<file path="src/rtl/dram_access_sequencer.sv">
// Single-outstanding DRAM access sequencer: validates and lane-steers one load/store,
// drives a req/ack word port with a response timeout, and returns extended load data.
module dram_access_sequencer #(
  parameter int unsigned TIMEOUT   = 255,
  parameter logic [31:0] ERR_RDATA = 32'h0000_0000
) (
  input  logic        CLK,
  input  logic        RST,
  input  logic [31:0] i_addr,
  input  logic [31:0] i_wdata,
  input  logic        i_we,
  input  logic        i_le,
  input  logic [2:0]  i_ctrl,
  output logic [31:0] o_rdata,
  output logic        o_busy,
  output logic        o_err,
  output logic        m_req,
  output logic        m_we,
  output logic [31:0] m_addr,
  output logic [31:0] m_wdata,
  output logic [3:0]  m_wstrb,
  input  logic        m_ack,
  input  logic [31:0] m_rdata
);

  typedef enum logic [1:0] {IDLE = 2'd0, REQ = 2'd1, DONE = 2'd2} state_t;

  localparam logic [8:0] TIMEOUT_W = 9'(TIMEOUT);

  state_t      state_reg, state_next;
  logic [7:0]  cnt_reg;
  logic        we_reg;
  logic [2:0]  ctrl_reg;
  logic [1:0]  addr_lo_reg;
  logic [31:0] m_addr_reg;
  logic [31:0] m_wdata_reg;
  logic [3:0]  m_wstrb_reg;
  logic [31:0] rdata_reg;
  logic        err_reg;

  logic        req_present;
  logic        chk_fail;
  logic        timeout_hit;
  logic [31:0] byte_rep, half_rep;
  logic [31:0] wdata_steer;
  logic [3:0]  wstrb_steer;
  logic [7:0]  rd_lane [4];
  logic [7:0]  byte_sel;
  logic [15:0] half_sel;
  logic [31:0] load_ext;

  genvar gi;
  generate
    for (gi = 0; gi < 4; gi++) begin : g_lane
      assign byte_rep[8*gi +: 8] = i_wdata[7:0];
      assign rd_lane[gi]         = m_rdata[8*gi +: 8];
    end
    for (gi = 0; gi < 2; gi++) begin : g_half
      assign half_rep[16*gi +: 16] = i_wdata[15:0];
    end
  endgenerate

  assign req_present = i_we | i_le;
  assign chk_fail    = (i_we & i_le)
                     | (i_ctrl[1:0] == 2'b11)
                     | ((i_ctrl[1:0] == 2'b01) & i_addr[0])
                     | ((i_ctrl[1:0] == 2'b10) & (i_addr[1:0] != 2'b00));
  // An ack in the final allowed cycle wins over the timeout (ack is checked first).
  assign timeout_hit = ({1'b0, cnt_reg} + 9'd1) == TIMEOUT_W;

  always_comb begin
    wdata_steer = i_wdata;
    wstrb_steer = 4'b1111;
    case (i_ctrl[1:0])
      2'b00: begin
        wdata_steer = byte_rep;
        wstrb_steer = 4'b0001 << i_addr[1:0];
      end
      2'b01: begin
        wdata_steer = half_rep;
        wstrb_steer = 4'b0011 << i_addr[1:0];
      end
      default: ;
    endcase
  end

  assign byte_sel = rd_lane[addr_lo_reg];
  assign half_sel = addr_lo_reg[1] ? m_rdata[31:16] : m_rdata[15:0];

  always_comb begin
    load_ext = m_rdata;
    case (ctrl_reg[1:0])
      2'b00:   load_ext = ctrl_reg[2] ? {24'd0, byte_sel} : {{24{byte_sel[7]}}, byte_sel};
      2'b01:   load_ext = ctrl_reg[2] ? {16'd0, half_sel} : {{16{half_sel[15]}}, half_sel};
      default: ;
    endcase
  end

  always_ff @(posedge CLK) begin
    if (RST) state_reg <= IDLE;
    else     state_reg <= state_next;
  end

  always_comb begin
    state_next = state_reg;
    case (state_reg)
      IDLE:    if (req_present && !chk_fail) state_next = REQ;
      REQ:     if (m_ack || timeout_hit) state_next = DONE;
      DONE:    state_next = IDLE;
      default: state_next = IDLE;
    endcase
  end

  always_comb begin
    m_req  = (state_reg == REQ);
    o_busy = (state_reg == REQ);
  end

  always_ff @(posedge CLK) begin
    if (RST) begin
      cnt_reg     <= 8'd0;
      we_reg      <= 1'b0;
      ctrl_reg    <= 3'd0;
      addr_lo_reg <= 2'd0;
      m_addr_reg  <= 32'd0;
      m_wdata_reg <= 32'd0;
      m_wstrb_reg <= 4'd0;
      rdata_reg   <= 32'd0;
      err_reg     <= 1'b0;
    end else begin
      err_reg <= 1'b0;
      case (state_reg)
        IDLE: begin
          if (req_present) begin
            if (chk_fail) begin
              err_reg   <= 1'b1;
              rdata_reg <= ERR_RDATA;
            end else begin
              cnt_reg     <= 8'd0;
              we_reg      <= i_we;
              ctrl_reg    <= i_ctrl;
              addr_lo_reg <= i_addr[1:0];
              m_addr_reg  <= {i_addr[31:2], 2'b00};
              m_wdata_reg <= wdata_steer;
              m_wstrb_reg <= wstrb_steer;
            end
          end
        end
        REQ: begin
          cnt_reg <= cnt_reg + 8'd1;
          if (m_ack) begin
            if (!we_reg) rdata_reg <= load_ext;
          end else if (timeout_hit) begin
            err_reg   <= 1'b1;
            rdata_reg <= ERR_RDATA;
          end
        end
        default: ;
      endcase
    end
  end

  assign o_rdata = rdata_reg;
  assign o_err   = err_reg;
  assign m_we    = we_reg;
  assign m_addr  = m_addr_reg;
  assign m_wdata = m_wdata_reg;
  assign m_wstrb = m_wstrb_reg;

endmodule

</file>
<file path="config.mk">
export PLATFORM = sky130hd
export DESIGN_NAME = dram_access_sequencer
export DESIGN_NICKNAME = d
export VERILOG_FILES = /design/src/rtl/dram_access_sequencer.sv
export SDC_FILE = /design/constraint.sdc
export NUM_CORES = 1
export LEC_CHECK = 0
export BUFFER_PORTS_ARGS = -buffer_cell sky130_fd_sc_hd__buf_2
export CAP_MARGIN = 30
export CORE_ASPECT_RATIO = 0.9
export CORE_UTILIZATION = 45
export DETAILED_ROUTE_END_ITERATION = 8
export PLACE_DENSITY = 0.74
export SLEW_MARGIN = 20
export SYNTH_ARGS = -nofsm -noshare
export SYNTH_HDL_FRONTEND = slang
export SYNTH_SLANG_ARGS = --single-unit
export TNS_END_PERCENT = 30
</file>
<file path="constraint.sdc">
create_clock -name CLK -period 2.1 [get_ports CLK]
set_clock_uncertainty 0.1 [all_clocks]
set_input_delay 0.525 -clock CLK [delete_from_list [all_inputs] [get_ports CLK]]
set_output_delay 0.525 -clock CLK [all_outputs]
set_load 0.1 [all_outputs]
</file>
==> results.sh, run 1 <==
export IMPL_layout_drive_gt1_share_pct=32.6
export IMPL_cellLeakagePower_nw=3.32
export IMPL_vdd_drop_max_v=0.000801
export IMPL_postLayoutCellArea_um2=7610
export IMPL_cts_htree_levels=4
export IMPL_syn2layout_area_growth_pct=36.0
export IMPL_final_max_slew_viol_count=0
export IMPL_global_route_overflow_total=0
export IMPL_cts_clock_pin_slew_for_the_worst_setup_and_hold_paths_ns=0.05
export IMPL_min_path_type="in -> reg"
export IMPL_cts_tree="done"
export IMPL_startpoint_type="flop"
export IMPL_synth_seq_cells=115
export IMPL_drt_pass1_iter_count=6
export IMPL_ant_nets=0
export IMPL_p_total_mw=7.26
export IMPL_placement_row_count=38
export IMPL_syn_mean_instance_area_um2=8.04
export IMPL_cts_made_buffers=17
export IMPL_synth_enable_flop_cells=0
export IMPL_yosysSeqAreaShare_pct=41.2
export IMPL_timing_final_hold_violations=0
export IMPL_global_route_wire_length_before_repair_um=26800
export IMPL_multi_input_area_um2=2940
export IMPL_gp_routability_congestion=0.817
export IMPL_grt_max_degree=85
export IMPL_synth_warnings=0
export IMPL_cts_hold_repair_buffers=0
export IMPL_timing_critical_path_fanout_max=13
export IMPL_cts_root_buffer="clkbuf_16"
export IMPL_routed_wl_met2_um=8000
export IMPL_timing_final_crit_period_ns=2.01
export IMPL_placement_io_buffers=205
export IMPL_core_um2=12100
export IMPL_reg2reg_slack_ns=0.14
export IMPL_grt_total_usage_pct=26.3
export IMPL_die_area_um2=12900
export IMPL_wire_length_the_detailed_router_placed_on_met1_um=6990
export IMPL_power_density_cell_area_nw_per_um2=954
export IMPL_vias_per_cell=5.62
export IMPL_routed_wl_met3_um=1670
export IMPL_post_route_drc_count=0
export IMPL_worst_setup_path_end_kind="output pin"
export IMPL_floorplan_initialDensity_pct=46.3
export IMPL_postSynth_topFlopCell="dfxtp_1"
export IMPL_detailroute_via_count=5981
export IMPL_syn_cell_area_um2=5590
export IMPL_clk_path_buf_depth=2
export IMPL_placement_cell_area_um2=6950
export IMPL_pin_count=208
export IMPL_cp_data_arrival_time_ns=1.38
export IMPL_dp_hpwl_um=11800
export IMPL_n_fill_cell=1104
export IMPL_whs_path_depth=3
export IMPL_routedWlPerCell_um=16.0
export IMPL_status="finished clean"
export IMPL_final_nets=999
export IMPL_route_final_wire_length_um=17000
export IMPL_synthCells=696
export IMPL_yosysUniqueCellTypes=60
export IMPL_setup_viol=0
export IMPL_final_setup_slack_of_the_worst_path_ns=0.0946
export IMPL_fp_dieW_um=120
export IMPL_die_height_um=108
export IMPL_synthArstFlopShare_pct=0
export IMPL_worst_slew_pin_transition_ns=0.892
export IMPL_max_cap_viol_count=0
export IMPL_layout_worst_path_cycle_share_pct=95.5
export IMPL_rsz0062_at_grt="false"
export IMPL_worst_r2r_cell_count=6
export IMPL_post_place_ws_ns=-0.0195
export IMPL_grt_antenna_before_repair=1
export IMPL_final_core_util_pct=63.0
export IMPL_worstSetupPathType="reg -> out"
export IMPL_route_top_layer_used="met5"
export IMPL_timing_fmax_mhz=499
export IMPL_initial_detailed_routing_violation_count=507
export IMPL_timing_critical_path_required_ns=1.47
export IMPL_num_antenna_cells=0
export IMPL_first_global_vias=5438
export IMPL_regArea_um2=2300
export IMPL_max_slew_margin_rel_pct=40.6
export IMPL_clock_sink_count=115
export IMPL_clkLatencyLatePin_ns=0.40
-- synth_stat cells (3+ instances only) --
cell type	n	area (µm²)
a211oi_1	17	128
a21oi_1	68	340
a2bb2oi_1	8	70.1
a311oi_1	12	105
a31oi_1	11	68.8
a32oi_1	24	210
buf_1	6	22.5
buf_2	17	85.1
buf_4	4	30.0
clkbuf_1	36	135
dfxtp_1	115	2300
inv_1	21	78.8
mux2_2	8	90.1
mux2i_1	16	160
nand2_1	144	541
nand2b_1	21	131
nor2_1	31	116
nor3_1	10	50.1
nor3b_1	16	120
o211ai_1	9	67.6
o21ai_0	32	160
o22ai_1	3	18.8
o31ai_1	9	67.6
o32ai_1	8	70.1
o41ai_1	7	61.3
-- stage by stage --
stage / instances / hold slack, ns / TNS, ns
floorplan: 697 / 0.345 / 0
global placement: 1033 / 0.338 / 0
detailed placement: 1033 / 0.343 / -0.0949
CTS: 1064 / 0.243 / 0
global route: 1065 / 0.234 / 0
finish: 1065 / 0.255 / 0
-- worst paths after layout --
| kind | start | end |
|---|---|---|
| setup / recovery | state_reg[1] | o_busy |
| hold / removal | i_addr[2] | m_addr[2] |
| setup reg to reg | cnt_reg[2] | o_rdata[24] |
| hold reg to reg | m_addr[27] | m_addr[27] |
-- cell usage in the layout, fill, tap and decap left out, types with 3 or more instances in the layout --
master,count
a211oi_1,17
a21oi_1,68
a2bb2oi_1,8
a311oi_1,12
a31oi_1,11
a32oi_1,24
buf_12,11
buf_2,202
buf_4,28
bufinv_16,4
clkbuf_16,17
clkbuf_8,3
clkinvlp_4,3
dfxtp_1,115
inv_1,21
mux2_2,8
mux2i_1,16
nand2_1,144
nand2b_1,20
nor2_1,31
nor3_1,9
nor3b_1,16
o211ai_1,9
o21ai_0,32
o22ai_1,3
o31ai_1,9
o32ai_1,8
o41ai_1,7
-- worst max-delay path, cell delays in order (launching register included) --
cell,delay [ns]
dfxtp_1,0.34
nand2b_1,0.17
inv_1,0.10
buf_6,0.18
buf_12,0.19
-- timing repair --
item                       in CTS  in global routing
setup buffers                   0                  1
setup endpoints to repair       0                 23
gates resized for setup         0                  2
-- cell type report --
class / count / share of cell area [%]
multi-input combinational: 494 / 38.7
sequential: 115 / 30.3
timing repair buffer: 242 / 19.1
clock buffer: 22 / 6.23
tap: 160 / 2.63
clock inverter: 9 / 2.01
inverter: 23 / 1.13
-- logic make-up (layout without fill, tap and decap cells) --
kind of cell / count (synthesis) / after routing / synth area share (%)
AND/OR/NAND/NOR: 245 / 245 / 20.4
AO/OA/AOI/OAI: 220 / 220 / 26.4
multiplexers: 25 / 25 / 4.88
flip-flops: 115 / 115 / 41.2
buffers and inverters: 88 / 296 / 6.71
other: 1 / 2 / 0.0670
adder cells (fa/ha/maj): 2 / 2 / 0.447
-- routing by layer --
metal / up-vias / track usage, %
li1: 2885 / -
met1: 2773 / 32.6
met2: 290 / 42.7
met3: 31 / 8.79
met4: 2 / 9.29
met5: - / 0
-- where the power goes --
part           internal (mW)  switching [mW]  total, mW
Combinational          0.433            1.37       1.80
Clock                   2.07            1.00       3.07
Sequential              2.31          0.0734       2.38
Total                   4.81            2.45       7.26
(Power assumes the default switching activity.)
==> inputs of run 2 (changes only) <==
--- a/config.mk
+++ b/config.mk
@@ -8,9 +8,9 @@
 export BUFFER_PORTS_ARGS = -buffer_cell sky130_fd_sc_hd__buf_2
 export CAP_MARGIN = 30
 export CORE_ASPECT_RATIO = 0.9
-export CORE_UTILIZATION = 45
+export CORE_UTILIZATION = 41
 export DETAILED_ROUTE_END_ITERATION = 8
-export PLACE_DENSITY = 0.74
+export PLACE_DENSITY = 0.68
 export SLEW_MARGIN = 20
 export SYNTH_ARGS = -nofsm -noshare
 export SYNTH_HDL_FRONTEND = slang
==> results.sh, run 2 (synthesized netlist as in run 1, its figures left out) <==
export IMPL_path_cells="nand2b_1, inv_2, buf_6, buf_12"
export IMPL_gp_routability_congestion=0.850
export IMPL_setup_viol=0
export IMPL_regArea_um2=2300
export IMPL_cts_setup_buffers=0
export IMPL_layout_cells_non_filler=1074
export IMPL_final_max_slew_viol_count=0
export IMPL_fp_dieW_um=125
export IMPL_timing_critical_path_slowest_cell_delay_ns=0.34
export IMPL_cts_tree="done"
export IMPL_routed_wl_met2_um=8220
export IMPL_post_place_ws_ns=-0.0313
export IMPL_final_nets=999
export IMPL_global_route_wire_length_before_repair_um=28200
export IMPL_power_density_cell_area_nw_per_um2=953
export IMPL_route_final_wire_length_um=17400
export IMPL_finalSetupTns_ns=0
export IMPL_initial_detailed_routing_violation_count=481
export IMPL_critical_path_top_delay_family="buffers and inverters"
export IMPL_timing_final_crit_period_ns=2.00
export IMPL_reg2reg_slack_ns=0.18
export IMPL_core_um2=13300
export IMPL_final_core_util_pct=57.3
export IMPL_whs_ns=0.248
export IMPL_grt_antenna_before_repair=2
export IMPL_max_cap_viol_count=0
export IMPL_route_top_layer_used="met5"
export IMPL_routedWlPerCell_um=16.2
export IMPL_syn2layout_area_growth_pct=36.5
export IMPL_cts_made_buffers=17
export IMPL_drt_pass1_iter_count=8
export IMPL_vias_per_cell=5.50
export IMPL_final_common_cell="buf_2"
export IMPL_layout_worst_path_cycle_share_pct=95.1
export IMPL_floorplan_initialDensity_pct=42.0
export IMPL_cts_htree_levels=4
export IMPL_detailroute_via_count=5907
export IMPL_max_slew_margin_rel_pct=64.7
export IMPL_timing_critical_path_required_ns=1.47
export IMPL_cellLeakagePower_nw=3.33
export IMPL_placement_io_buffers=205
export IMPL_status="finished clean"
export IMPL_first_global_vias=5604
export IMPL_final_setup_slack_of_the_worst_path_ns=0.104
export IMPL_layout_drive_gt1_share_pct=32.9
export IMPL_clock_sink_count=115
export IMPL_worst_slew_pin_transition_ns=0.525
export IMPL_rsz0062_at_grt="false"
export IMPL_cts_resized_gates=0
export IMPL_cts_hold_repair_buffers=0
export IMPL_global_route_overflow_total=0
export IMPL_placement_row_count=40
export IMPL_multi_input_area_um2=2930
export IMPL_ant_nets=0
export IMPL_post_route_drc_count=0
export IMPL_routed_wl_met3_um=1430
export IMPL_p_total_mw=7.27
export IMPL_num_antenna_cells=0
export IMPL_die_height_um=113
export IMPL_min_path_type="in -> reg"
export IMPL_final_cell_mix="buf_2 (202), nand2_1 (144), dfxtp_1 (115)"
export IMPL_postLayoutCellArea_um2=7630
export IMPL_clkLatencyLatePin_ns=0.41
export IMPL_timing_critical_path_fanout_max=11
export IMPL_placement_cell_area_um2=6990
export IMPL_cpMaxStageDelayCell="dfxtp_1"
export IMPL_cts_root_buffer="clkbuf_16"
export IMPL_dp_hpwl_um=12200
export IMPL_pin_count=208
export IMPL_cp_data_arrival_time_ns=1.37
export IMPL_n_fill_cell=1272
export IMPL_vdd_drop_max_v=0.000602
export IMPL_grt_total_usage_pct=24.9
export IMPL_grt_max_degree=70
export IMPL_clk_path_buf_depth=2
export IMPL_wire_length_the_detailed_router_placed_on_met1_um=7490
export IMPL_timing_fmax_mhz=501
export IMPL_worst_setup_path_end_kind="output pin"
export IMPL_die_area_um2=14100
export IMPL_startpoint_type="flop"
export IMPL_worstSetupPathType="reg -> out"
export IMPL_cts_clock_pin_slew_for_the_worst_setup_and_hold_paths_ns=0.06
export IMPL_place_detailed_instances=1042
export IMPL_critical_path_buf_inv_count=3
export IMPL_timing_final_hold_violations=0
[run 2: cell type report]
type                            instances  area share [%]
Multi-Input combinational cell        494            38.4
Timing Repair Buffer                  242            19.2
Inverter                               23            1.13
Clock buffer                           20            5.98
Sequential cell                       115            30.2
Tap cell                              168            2.75
Clock inverter                         12            2.36
[run 2: final timing paths]
path,from,endpoint,cells past startpoint
hold / removal,i_addr[13],m_addr[13],3
hold reg to reg,m_addr[5],m_addr[5],2
setup / recovery,state_reg[1],m_req,4
setup reg to reg,cnt_reg[3],o_err,6
[run 2: worst reg2reg max path: cells and delay by family, from the launching register on]
kind,cells,cell delay [ns]
buffers and inverters,1,0.17
DFF,1,0.46
and+or+nand+nor,4,0.99
AOI/OAI and AO/OA,1,0.14
[run 2: layer usage]
layer  GRT usage (%)  vias to the layer above
met5               0                        -
met1            30.8                     2755
met4            9.11                        4
met3            7.23                       27
met2            41.4                      232
li1                -                     2889
[run 2: where the power goes]
group / switching [mW] / internal (mW) / leakage, nW
logic: 1.37 / 0.424 / 2.08
registers: 0.0711 / 2.31 / 0.937
clock network: 1.05 / 2.05 / 0.306
total: 2.49 / 4.78 / 3.33
